<file path="src/rtl/dac_spi_pkg.sv">
// dac_spi_pkg: device frame formats, rejection causes and FSM encoding for the DAC SPI monitor
package dac_spi_pkg;
  typedef enum logic [1:0] {S_IDLE, S_SHIFT, S_CHECK, S_WAIT_HIGH} state_t;
  typedef enum logic [1:0] {DEV_AD5660, DEV_AD5640, DEV_LTC2630} dev_t;
  localparam logic [1:0] ERR_NONE    = 2'd0;
  localparam logic [1:0] ERR_SHORT   = 2'd1;
  localparam logic [1:0] ERR_LONG    = 2'd2;
  localparam logic [1:0] ERR_TIMEOUT = 2'd3;
  localparam logic [4:0] BITS_AD5660  = 5'd24;
  localparam logic [4:0] BITS_AD5640  = 5'd16;
  localparam logic [4:0] BITS_LTC2630 = 5'd24;
  localparam int AD5660_PD_LSB = 16;
  localparam int AD5640_PD_LSB = 14;
  localparam int LTC_CMD_LSB   = 20;
  function automatic logic [4:0] frame_bits(input dev_t d);
    return d == DEV_AD5640 ? BITS_AD5640 : d == DEV_AD5660 ? BITS_AD5660 : BITS_LTC2630;
  endfunction
endpackage

</file>
<file path="src/rtl/dac_spi_sync.sv">
// dac_spi_sync: 2-flop synchronizer plus delay stage for the three SPI lines, with registered edge strobes
module dac_spi_sync (
  input  logic       clk,
  input  logic       reset_n,
  input  logic [2:0] din,
  output logic [2:0] level,
  output logic [2:0] rise,
  output logic [2:0] fall
);
  logic [2:0] s1, s2;
  // strobes are computed against the delay stage so they line up with level
  always_ff @(posedge clk or negedge reset_n) begin
    if (!reset_n) begin
      s1    <= '0;
      s2    <= '0;
      level <= '0;
      rise  <= '0;
      fall  <= '0;
    end else begin
      s1    <= din;
      s2    <= s1;
      level <= s2;
      rise  <= s2 & ~level;
      fall  <= ~s2 & level;
    end
  end
endmodule

</file>
<file path="src/rtl/dac_spi_monitor.sv">
// dac_spi_monitor: oversampling SPI frame decoder and length checker for the trim-DAC link
module dac_spi_monitor
  import dac_spi_pkg::*;
#(
  parameter string DEVICE         = "AD5640",
  parameter int    TIMEOUT_CYCLES = 4096
) (
  input  logic        clk,
  input  logic        reset_n,
  input  logic        sclk,
  input  logic        mosi,
  input  logic        sync_n,
  input  logic        clr_counts,
  output logic [15:0] code,
  output logic [3:0]  ctrl,
  output logic        code_valid,
  output logic        frame_err,
  output logic [1:0]  err_code,
  output logic [15:0] frame_count,
  output logic [7:0]  err_count
);
  localparam dev_t DEV = DEVICE == "AD5660" ? DEV_AD5660 : DEVICE == "AD5640" ? DEV_AD5640 : DEV_LTC2630;
  localparam logic [4:0] FB = frame_bits(DEV);
  localparam int TW = $clog2(TIMEOUT_CYCLES + 1);
  logic [2:0] level, rise, fall;
  logic sample, good, bad, unused;
  logic [1:0] cause;
  logic [23:0] sr;
  logic [4:0] bitcnt;
  logic [TW-1:0] tcnt;
  logic [15:0] code_nx;
  logic [3:0] ctrl_nx;
  state_t state, state_nx;

  dac_spi_sync u_sync (
    .clk    (clk),
    .reset_n(reset_n),
    .din    ({sync_n, mosi, sclk}),
    .level  (level),
    .rise   (rise),
    .fall   (fall)
  );

  assign unused = ^{rise[1], fall[1], level[0]};
  assign sample = DEV == DEV_LTC2630 ? rise[0] : fall[0];
  assign code_nx = DEV == DEV_AD5640 ? {sr[13:0], 2'b00} : sr[15:0];
  assign ctrl_nx = DEV == DEV_LTC2630 ? sr[LTC_CMD_LSB +: 4]
                 : DEV == DEV_AD5640 ? {2'b00, sr[AD5640_PD_LSB +: 2]} : {2'b00, sr[AD5660_PD_LSB +: 2]};

  // next state and the one-cycle accept/reject decision
  always_comb begin
    state_nx = state;
    good     = 1'b0;
    bad      = 1'b0;
    cause    = ERR_NONE;
    case (state)
      S_IDLE:      state_nx = fall[2] ? S_SHIFT : S_IDLE;
      S_SHIFT: begin
        if (rise[2]) state_nx = S_CHECK;
        else if (tcnt == TW'(TIMEOUT_CYCLES - 1)) begin
          state_nx = S_WAIT_HIGH;
          bad      = 1'b1;
          cause    = ERR_TIMEOUT;
        end
      end
      S_CHECK: begin
        state_nx = S_IDLE;
        good     = bitcnt == FB;
        bad      = bitcnt != FB;
        cause    = bitcnt < FB ? ERR_SHORT : ERR_LONG;
      end
      default:     state_nx = level[2] ? S_IDLE : S_WAIT_HIGH;
    endcase
  end

  // state, deserializer, timeout counter and registered outputs
  always_ff @(posedge clk or negedge reset_n) begin
    if (!reset_n) begin
      state       <= S_IDLE;
      sr          <= '0;
      bitcnt      <= '0;
      tcnt        <= '0;
      code        <= '0;
      ctrl        <= '0;
      code_valid  <= 1'b0;
      frame_err   <= 1'b0;
      err_code    <= ERR_NONE;
      frame_count <= '0;
      err_count   <= '0;
    end else begin
      state <= state_nx;
      if (state == S_IDLE && fall[2]) begin
        bitcnt <= '0;
        tcnt   <= '0;
      end else if (state == S_SHIFT) begin
        tcnt <= tcnt + 1'b1;
        if (sample) begin
          sr     <= {sr[22:0], level[1]};
          bitcnt <= bitcnt + (bitcnt != 5'd31 ? 5'd1 : 5'd0);
        end
      end
      code_valid <= good;
      frame_err  <= bad;
      if (good) begin
        code <= code_nx;
        ctrl <= ctrl_nx;
      end
      if (bad) err_code <= cause;
      frame_count <= clr_counts ? '0 : good ? frame_count + 16'd1 : frame_count;
      err_count   <= clr_counts ? '0 : (bad && err_count != 8'hFF) ? err_count + 8'd1 : err_count;
    end
  end
endmodule

</file>
<file path="config.mk">
export PLATFORM = sky130hd
export DESIGN_NAME = dac_spi_monitor
export DESIGN_NICKNAME = d
export VERILOG_FILES = /design/src/rtl/dac_spi_pkg.sv /design/src/rtl/dac_spi_sync.sv /design/src/rtl/dac_spi_monitor.sv
export SDC_FILE = /design/constraint.sdc
export NUM_CORES = 1
export LEC_CHECK = 0
export CELL_PAD_IN_SITES_DETAIL_PLACEMENT = 1
export CELL_PAD_IN_SITES_GLOBAL_PLACEMENT = 1
export CORE_MARGIN = 2
export CORE_UTILIZATION = 48
export CTS_BUF_LIST = sky130_fd_sc_hd__clkbuf_8
export DETAILED_ROUTE_END_ITERATION = 7
export MAX_ROUTING_LAYER = met4
export PLACE_DENSITY_LB_ADDON = 0.3
export SLEW_MARGIN = 0
export SYNTH_ARGS = -nofsm -noshare
export SYNTH_HDL_FRONTEND = slang
export SYNTH_SLANG_ARGS = --single-unit
</file>
<file path="constraint.sdc">
create_clock -name clk -period 4 [get_ports clk]
set_input_delay 1 -clock clk [delete_from_list [all_inputs] [get_ports clk]]
set_output_delay 1 -clock clk [all_outputs]
set_load 0.05 [all_outputs]
</file>
==> run metrics, run 1 <==
Max IR drop VDD around 0.34 mV; Max Root-Sink Buffers 2; Worst-path clk slew 0.10 ns; vias per cell ~5.5; Hold Path Class reg2reg; Avg WL per Cell 16.5 um; setup TNS 0 ns; vias in the first global route 3233; number of flops mapped to enable cells by yosys 0; Synth area leaders dfrtp_1, mux2_2, nand2_1, ha_1, nor2_1; max-slew violation count 0; largest net degree at the start of global routing 54; Top delay family on crit path buffers and inverters; Placement Cell Area ~4700 um2; crit-path max cell delay 0.85 ns; ANT cells 0; Initial Util 49.9%; GPL Wtd Cong 0.806; post-route cell area 4870 um2; Global Route Usage Sum 21.1%; Register-to-Register Path Depth 6; worst-path cell chain clkdlybuf4s50_1; startpoint type of the worst setup path register; CP arrival 1.69 ns; number of fill cells around 890; Critical Path End Type output pin; FFs w/ async S/R, synth 100%; Yosys reg bits 92; DRC Markers 0; first-pass GRT wire length 15.8 mm; PnR worst setup slack 1.31 ns; total gr overflow 0; CTS tree built; Rel. slew slack 25.2%; area leader, netlist dfrtp_1; leading cell types by count after synthesis dfrtp_1, nand2_1, nor2_1, mux2_2, a21oi_1; clk_skew 0.0109 ns; Final setup viols 0; Die Wd 96.7 um; Crit-path slowest cell clkdlybuf4s50_1; I/O pins 54; Max-Cap Viols 0; total design power approximately 2 mW; Power Density 412 nW/um2; fin crit share 67.2%; port bufs 49; Post-CTS Resized 0; WS Path Type reg2out; setup slack at placement about 1.2 ns; Detailed Route WL 8.94 mm; f_max about 0.37 GHz; die area 9350 um2; Core Region 8260 um2; Layout Cells excl Fill 541; RSZ-0062 raised after global routing no; Final HPWL DP between 6 and 7 mm; status complete, no violations; cell count of the worst hold path 0; Root Buffer clkbuf_8; Yosys Warn Count 0; H-tree levels 3; most used flip-flop cell after synthesis dfrtp_1; count of cell types in the netlist 45; CTS buffer count 9; Mapped Area roughly 4100 um2; Die Y 96.7 um; Synth top area share 55.8%; initial antenna violation count 0; Final ANT Viol Nets 0; num rows 33; most common cell in the synthesized netlist dfrtp_1; DR vias roughly 3000; worst skew pair latency roughly 0.37 ns; Pre-antenna DRT Iters 5; Leak 2.20 nW; hold_buf cts 0; CP max FO 6; Sink Count 92; cell count after synthesis between 300 and 400; Post-CTS Setup Repair Bufs 0; final hold slack roughly 0.36 ns; post-synthesis sequential area ratio 55.8%; Avg Cell Area, Syn 10.7 um2; critical path depth 1; Hold Vio Cnt, Final 0; WP data required approximately 3 ns; layout cells sized above 1 11.7%; Layout Utilization 59.0%; CP bufs+invs 1; fin crit period 2.69 ns; worst-margin pin slew around 1.1 ns; DP Cell Count 525; NumNets Final 446; DR iter-0 viols 135; area grow syn2layout 18.1%
==> where the power goes <==
| part | total (mW) | switching (mW) | leakage, nW | internal [mW] |
|---|---|---|---|---|
| Combinational | 0.336 | 0.215 | 0.852 | 0.120 |
| Sequential | 1.06 | 0.0671 | 1.25 | 0.996 |
| Clock | 0.610 | 0.354 | 0.0969 | 0.256 |
==> cell usage in the layout (no fill, tap or decap), types with 9 or more instances in the layout <==
cell type,instances
nor2_1,28
nand3_1,9
xor2_1,12
dfrtp_1,92
clkbuf_8,10
a21oi_1,18
mux2_2,25
nand2_1,65
nand4_1,13
ha_1,9
nor2b_1,11
inv_1,9
o21ai_0,9
clkdlybuf4s50_1,48
==> sequential cells by signal, indices dropped and copies added, names as in the netlist, 2 cells and up <==
name          count
u_sync.fall       2
u_sync.s2         3
err_code          2
tcnt             13
u_sync.level      3
u_sync.s1         3
bitcnt            5
frame_count      16
code             14
ctrl              2
err_count         8
sr               16
state             2
==> final cells by class <==
type / instances / area [um2] / area share (%)
Clock buffer: 10 / 138 / 2.83
Clock inverter: 6 / 56.3 / 1.16
Inverter: 9 / 33.8 / 0.694
Multi-Input combinational cell: 268 / 1710 / 35.0
Sequential cell: 92 / 2300 / 47.3
Tap cell: 105 / 131 / 2.70
Timing Repair Buffer: 51 / 503 / 10.3
==> cell families after synthesis <==
logic type                 count (synthesis)  share of synthesized area, %
DFF                                       92                          55.8
muxes                                     29                          7.80
and+or+nand+nor                          166                          20.4
adders and majority gates                  9                          2.73
buffers and inverters                     27                          3.06
other                                      1                        0.0909
xor gates and xnor gates                  18                          3.82
AOI/OAI and AO/OA                         42                          6.22
==> path summary, 6_finish.rpt <==
kind	from	slack (ns)	to
max in group asynchronous	reset_n	2.58	u_sync.level[0]
worst min register to register	u_sync.s2[1]	0.36	u_sync.level[1]
worst min-delay path	u_sync.s2[1]	0.36	u_sync.level[1]
min in group asynchronous	reset_n	0.66	err_count[5]
worst max register to register	state[1]	1.51	err_count[0]
worst max-delay path	frame_count[2]	1.31	frame_count[2]
==> per-layer routing <==
metal  vias to the layer above  share of wire (%)  global-route usage (%)
met5                         -                  0                       -
met4                         0                1.3                    6.50
met3                         6                2.8                    3.68
met2                        51                 53                    35.7
met1                      1538                 43                    26.1
li1                       1401                  -                       -
Power figures use the tool's default switching activity.
==> inputs of run 2 (changes only) <==
--- a/config.mk
+++ b/config.mk
@@ -8,7 +8,7 @@
 export CELL_PAD_IN_SITES_DETAIL_PLACEMENT = 1
 export CELL_PAD_IN_SITES_GLOBAL_PLACEMENT = 1
 export CORE_MARGIN = 2
-export CORE_UTILIZATION = 48
+export CORE_UTILIZATION = 41
 export CTS_BUF_LIST = sky130_fd_sc_hd__clkbuf_8
 export DETAILED_ROUTE_END_ITERATION = 7
 export MAX_ROUTING_LAYER = met4
==> constraint.sdc (replaced) <==
create_clock -name clk -period 2.2 [get_ports clk]
set_input_delay 0.55 -clock clk [delete_from_list [all_inputs] [get_ports clk]]
set_output_delay 0.55 -clock clk [all_outputs]
set_load 0.05 [all_outputs]
==> run 2 against run 1 <==
  * Core utilization down 7.3 points
  * Hold slack worse by 0.20 ns
  * Critical path type unchanged
  * Highest routed layer unchanged
  * Largest power group unchanged
  * Routed wire length down 1.2%
  * Sequential share of layout area down 1.7 points
  * Global-route usage down 3.0 points
  * Via count down 0.83%
  * Final area up 3.7%
  * First-iteration DRC count down 0.74%
  * Die area up 16%
  * Total power up 89%
  * Flip-flop and latch count unchanged
==> run metrics, run 2 (same netlist as run 1, synthesis figures left out) <==
Core Region between 9000 and 10000 um2; CTS buffer count 9; Die Wd 104 um; Die Y 104 um; ANT cells 0; Hold Vio Cnt, Final 0; worst-margin pin slew 0.609 ns; area grow syn2layout 22.5%; DR vias 2971; Sink Count 92; Global Route Usage Sum 18.2%; Avg WL per Cell 15.2 um; biggest regs frame_count (16), sr (16), code (14); post-route cell area 5050 um2; CP bufs+invs 1; WS Path Type reg2out; layout cells sized above 1 14.3%; DR iter-0 viols 134; final hold slack 0.151 ns; Rel. slew slack 59.3%; Max IR drop VDD 0.403 mV; port bufs ~50; status complete, no violations; PnR worst setup slack 0.0553 ns; H-tree levels 3; Power Density 751 nW/um2; commonest non-fill, non-tap cell in the layout dfrtp_1; Detailed Route WL around 9 mm; clk_skew 0.00959 ns; Max-Cap Viols 0; Crit-path slowest cell clkdlybuf4s50_1; vias per cell roughly 5.1; setup slack at placement 0.0131 ns; CTS tree built; CP arrival 1.59 ns; Hold Path Class in2async; worst-path cell chain clkdlybuf4s50_1; Final setup viols 0; Worst-path clk slew approximately 0.10 ns; Root Buffer clkbuf_8; DRC Markers 0; vias in the first global route 3312; Final HPWL DP 6.13 mm; startpoint type of the worst setup path register; R2R setup slack 0.08 ns; NumNets Final 457; first-pass GRT wire length 15.8 mm; worst skew pair latency 0.36 ns; most frequent cells in the layout dfrtp_1, nand2_1, clkdlybuf4s50_1; fin crit period between 2 and 2.5 ns; die area 10900 um2; Critical Path End Type output pin; total gr overflow 0; RR Endpoint err_count[6]; total design power 3.79 mW; max-slew violation count 0; I/O pins between 50 and 60; Top delay family on crit path buffers and inverters; fin crit share 97.5%; Final ANT Viol Nets 0; RR Startpoint state[0]; number of fill cells 1088; GPL Wtd Cong 0.835; Leak 2.45 nW; f_max 0.466 GHz; num rows 36; WP data required 1.65 ns; CP max FO 5; Placement Cell Area 4810 um2; Register-to-Register Path Depth 6; initial antenna violation count 0; Initial Util a little over two fifths; crit-path max cell delay 0.82 ns; Max Root-Sink Buffers 2; largest net degree at the start of global routing 41; Pre-antenna DRT Iters 4; hold_buf cts 0
[run 2: what timing repair did]
action	CTS	global route
endpoints found under the setup margin	4	12
buffers inserted	0	1
pin swaps	0	1
resized for setup	4	11
[run 2: cell type report]
class / count / area [um2] / area share [%]
flip-flops and latches: 92 / 2300 / 45.6
clock inverters: 7 / 82.6 / 1.63
well taps: 133 / 166 / 3.29
inverters: 9 / 33.8 / 0.669
clock buffers: 9 / 124 / 2.45
repair buffers: 62 / 628 / 12.4
multi-input cells: 268 / 1720 / 34.0
[run 2: through the flow]
stage | TNS, ns | utilization, % | instances
after floorplan | 0 | - | 387
after global placement | 0 | 49.2 | 563
after detailed placement | 0 | 49.2 | 563
after CTS | 0 | 51.3 | 579
after global routing | -0.0000331 | 51.7 | 580
final | 0 | 51.7 | 580
[run 2: worst max-delay path by stage]
stage | from | end | cells past startpoint
floorplan | state[0] | err_count[6] | 7
global placement | state[1] | err_count[6] | 6
detailed placement | state[1] | err_count[6] | 6
CTS | frame_count[3] | frame_count[3] | 1
global route | err_count[6] | err_count[6] | 1
finish | err_count[6] | err_count[6] | 1
[run 2: routing by layer]
metal,part of all wire (%),vias to the layer above,track usage (%)
li1,-,1431,-
met1,46,1481,22.8
met2,50,47,29.9
met3,2.5,12,3.20
met4,1.2,0,5.98
met5,0,-,-
[run 2: report_power, final]
group | internal (mW) | switching (mW)
Sequential | 1.81 | 0.108
Combinational | 0.271 | 0.416
Clock | 0.543 | 0.643
==> inputs of run 3 (changes only) <==
--- a/config.mk
+++ b/config.mk
@@ -13,7 +13,10 @@
 export DETAILED_ROUTE_END_ITERATION = 7
 export MAX_ROUTING_LAYER = met4
 export PLACE_DENSITY_LB_ADDON = 0.3
+export REMOVE_ABC_BUFFERS = 1
+export SKIP_LAST_GASP = 1
 export SLEW_MARGIN = 0
 export SYNTH_ARGS = -nofsm -noshare
 export SYNTH_HDL_FRONTEND = slang
 export SYNTH_SLANG_ARGS = --single-unit
+export TNS_END_PERCENT = 30
==> run 3 against run 2 <==
  * The run now ends with negative setup slack left
  * Core utilization grew 0.59 points
  * Setup slack got worse by 0.061 ns
  * Final area rose by 1.1%
  * Largest power group unchanged
  * Hold slack got worse by 0.081 ns
  * First-iteration DRC count shrank 37%
  * Die area unchanged
  * Flip-flop and latch count did not move
  * Non-clock buffer count increased by 5
  * Largest cell class unchanged
  * Routed wire length up 5.0%
==> run metrics, run 3 (same netlist as run 1, synthesis figures left out) <==
status complete, but fails checks; failing checks negative setup slack; die area approximately 11000 um2; Die Y roughly 100 um; Rel. slew slack 58.9%; WP data required 1.65 ns; CP bufs+invs 1; total design power 4.01 mW; DR iter-0 viols 84; port bufs approximately 50; fin crit period 2.21 ns; area grow syn2layout 23.9%; worst skew pair latency between 0.3 and 0.4 ns; Detailed Route WL between 9 and 10 mm; Hold Path Class in2async; NumNets Final about 460; Top delay family on crit path buffers and inverters; fin crit share 100%; most frequent cells in the layout dfrtp_1, nand2_1, clkdlybuf4s50_1; CP max FO 5; Worst-path clk slew around 0.1 ns; DRC Markers 0; Power Density about 780 nW/um2; startpoint type of the worst setup path register; total gr overflow 0; setup slack at placement -0.0275 ns; Max Root-Sink Buffers 2; Sink Count 92; Global Route Usage Sum 18.4%; CTS buffer count 9; Hold Vio Cnt, Final 0; PnR worst setup slack -0.00568 ns; CTS tree built; layout cells sized above 1 about 15%; Crit-path slowest cell clkdlybuf4s50_1; Max IR drop VDD 0.396 mV; DR vias 3048; hold_buf cts 0; Core Region 9770 um2; initial antenna violation count 0; clk_skew ~0.013 ns; ANT cells 0; Leak 2.36 nW; Final HPWL DP 6.38 mm; RSZ-0062 raised after global routing yes; vias in the first global route 3205; WS Path Type reg2out; commonest non-fill, non-tap cell in the layout dfrtp_1; biggest regs frame_count (16), sr (16), code (14); worst-margin pin slew approximately 0.62 ns; crit-path max cell delay 0.84 ns; Layout Cells excl Fill around 600; num rows 36; max-slew violation count 0; Initial Util 42.2%; I/O pins 54; Die Wd 104 um; vias per cell 5.22; Critical Path End Type output pin; DP Cell Count 567; Final setup viols 1; Layout Utilization a little over half; f_max ~0.45 GHz; setup TNS -0.00568 ns; worst-path cell chain clkdlybuf4s50_1; Pre-antenna DRT Iters 4; H-tree levels 3; first-pass GRT wire length between 15 and 20 mm; Max-Cap Viols 0; largest net degree at the start of global routing 50; CP arrival 1.66 ns; Root Buffer clkbuf_8; Avg WL per Cell 15.9 um; Final ANT Viol Nets 0; GPL Wtd Cong 0.781
==> run 3: cell types whose count changed in the layout (fill, tap and decap cells not counted), sizes merged <==
cell           delta
inv               -3
dlygate4sd2       -3
bufinv            +2
clkdlybuf4s50     +9
dlymetal6s2s      -6
buf               +5
==> run 3: worst paths after layout <==
kind / end / start / slack (ns) / cells after the start
max: err_count[4] / err_count[4] / -0.006 / 1
min: frame_count[7] / reset_n / 0.07 / 1
max reg2reg: err_count[6] / state[1] / 0.02 / 6
min reg2reg: u_sync.level[1] / u_sync.s2[1] / 0.35 / 0
max in group asynchronous: sr[13] / reset_n / 1.49 / 2
min in group clk: u_sync.level[1] / u_sync.s2[1] / 0.35 / 0
==> run 3: area by class of cell <==
| cell class | count | area, um2 |
|---|---|---|
| clock inverter | 6 | 114 |
| clock buffer | 9 | 124 |
| sequential | 92 | 2300 |
| tap | 133 | 166 |
| multi-input combinational | 268 | 1720 |
| fill | 1075 | 4660 |
| inverter | 9 | 33.8 |
| timing repair buffer | 67 | 654 |
==> run 3: timing repair <==
action / in CTS / in global routing
gates resized for setup: 2 / 5
pin swaps: 0 / 3
setup buffers: 0 / 2
endpoints found under the setup margin: 9 / 24
endpoints found under the hold margin: 0 / 0
==> run 3: metrics by stage <==
stage / hold WS, ns / area, um2
after global routing: 0.0713 / 5110
after global placement: 0.333 / 4840
final: 0.0705 / 5110
after CTS: 0.0788 / 5080
after floorplan: 0.254 / 4040
after detailed placement: 0.336 / 4840
==> run 3: power by group <==
group | internal [mW] | switching (mW)
combinational | 0.290 | 0.431
clock | 0.751 | 0.618
sequential | 1.81 | 0.111
total | 2.85 | 1.16
==> run 3: layer usage <==
metal / part of all wire, % / vias to the layer above / track usage (%)
li1: - / 1438 / -
met1: 46 / 1545 / 23.3
met2: 50 / 55 / 30.6
met3: 2.8 / 10 / 3.63
met4: 1.1 / 0 / 4.25
met5: 0 / - / -
==> run 3: worst register-to-register path, delay by kind of cell, from the launching register on <==
family | cells | cell delay, ns
AND/OR/NAND/NOR | 2 | 0.70
flip-flops | 1 | 0.40
multiplexers | 1 | 0.35
adder cells (fa/ha/maj) | 1 | 0.32
AO/OA/AOI/OAI | 1 | 0.23
buffers and inverters | 1 | 0.07
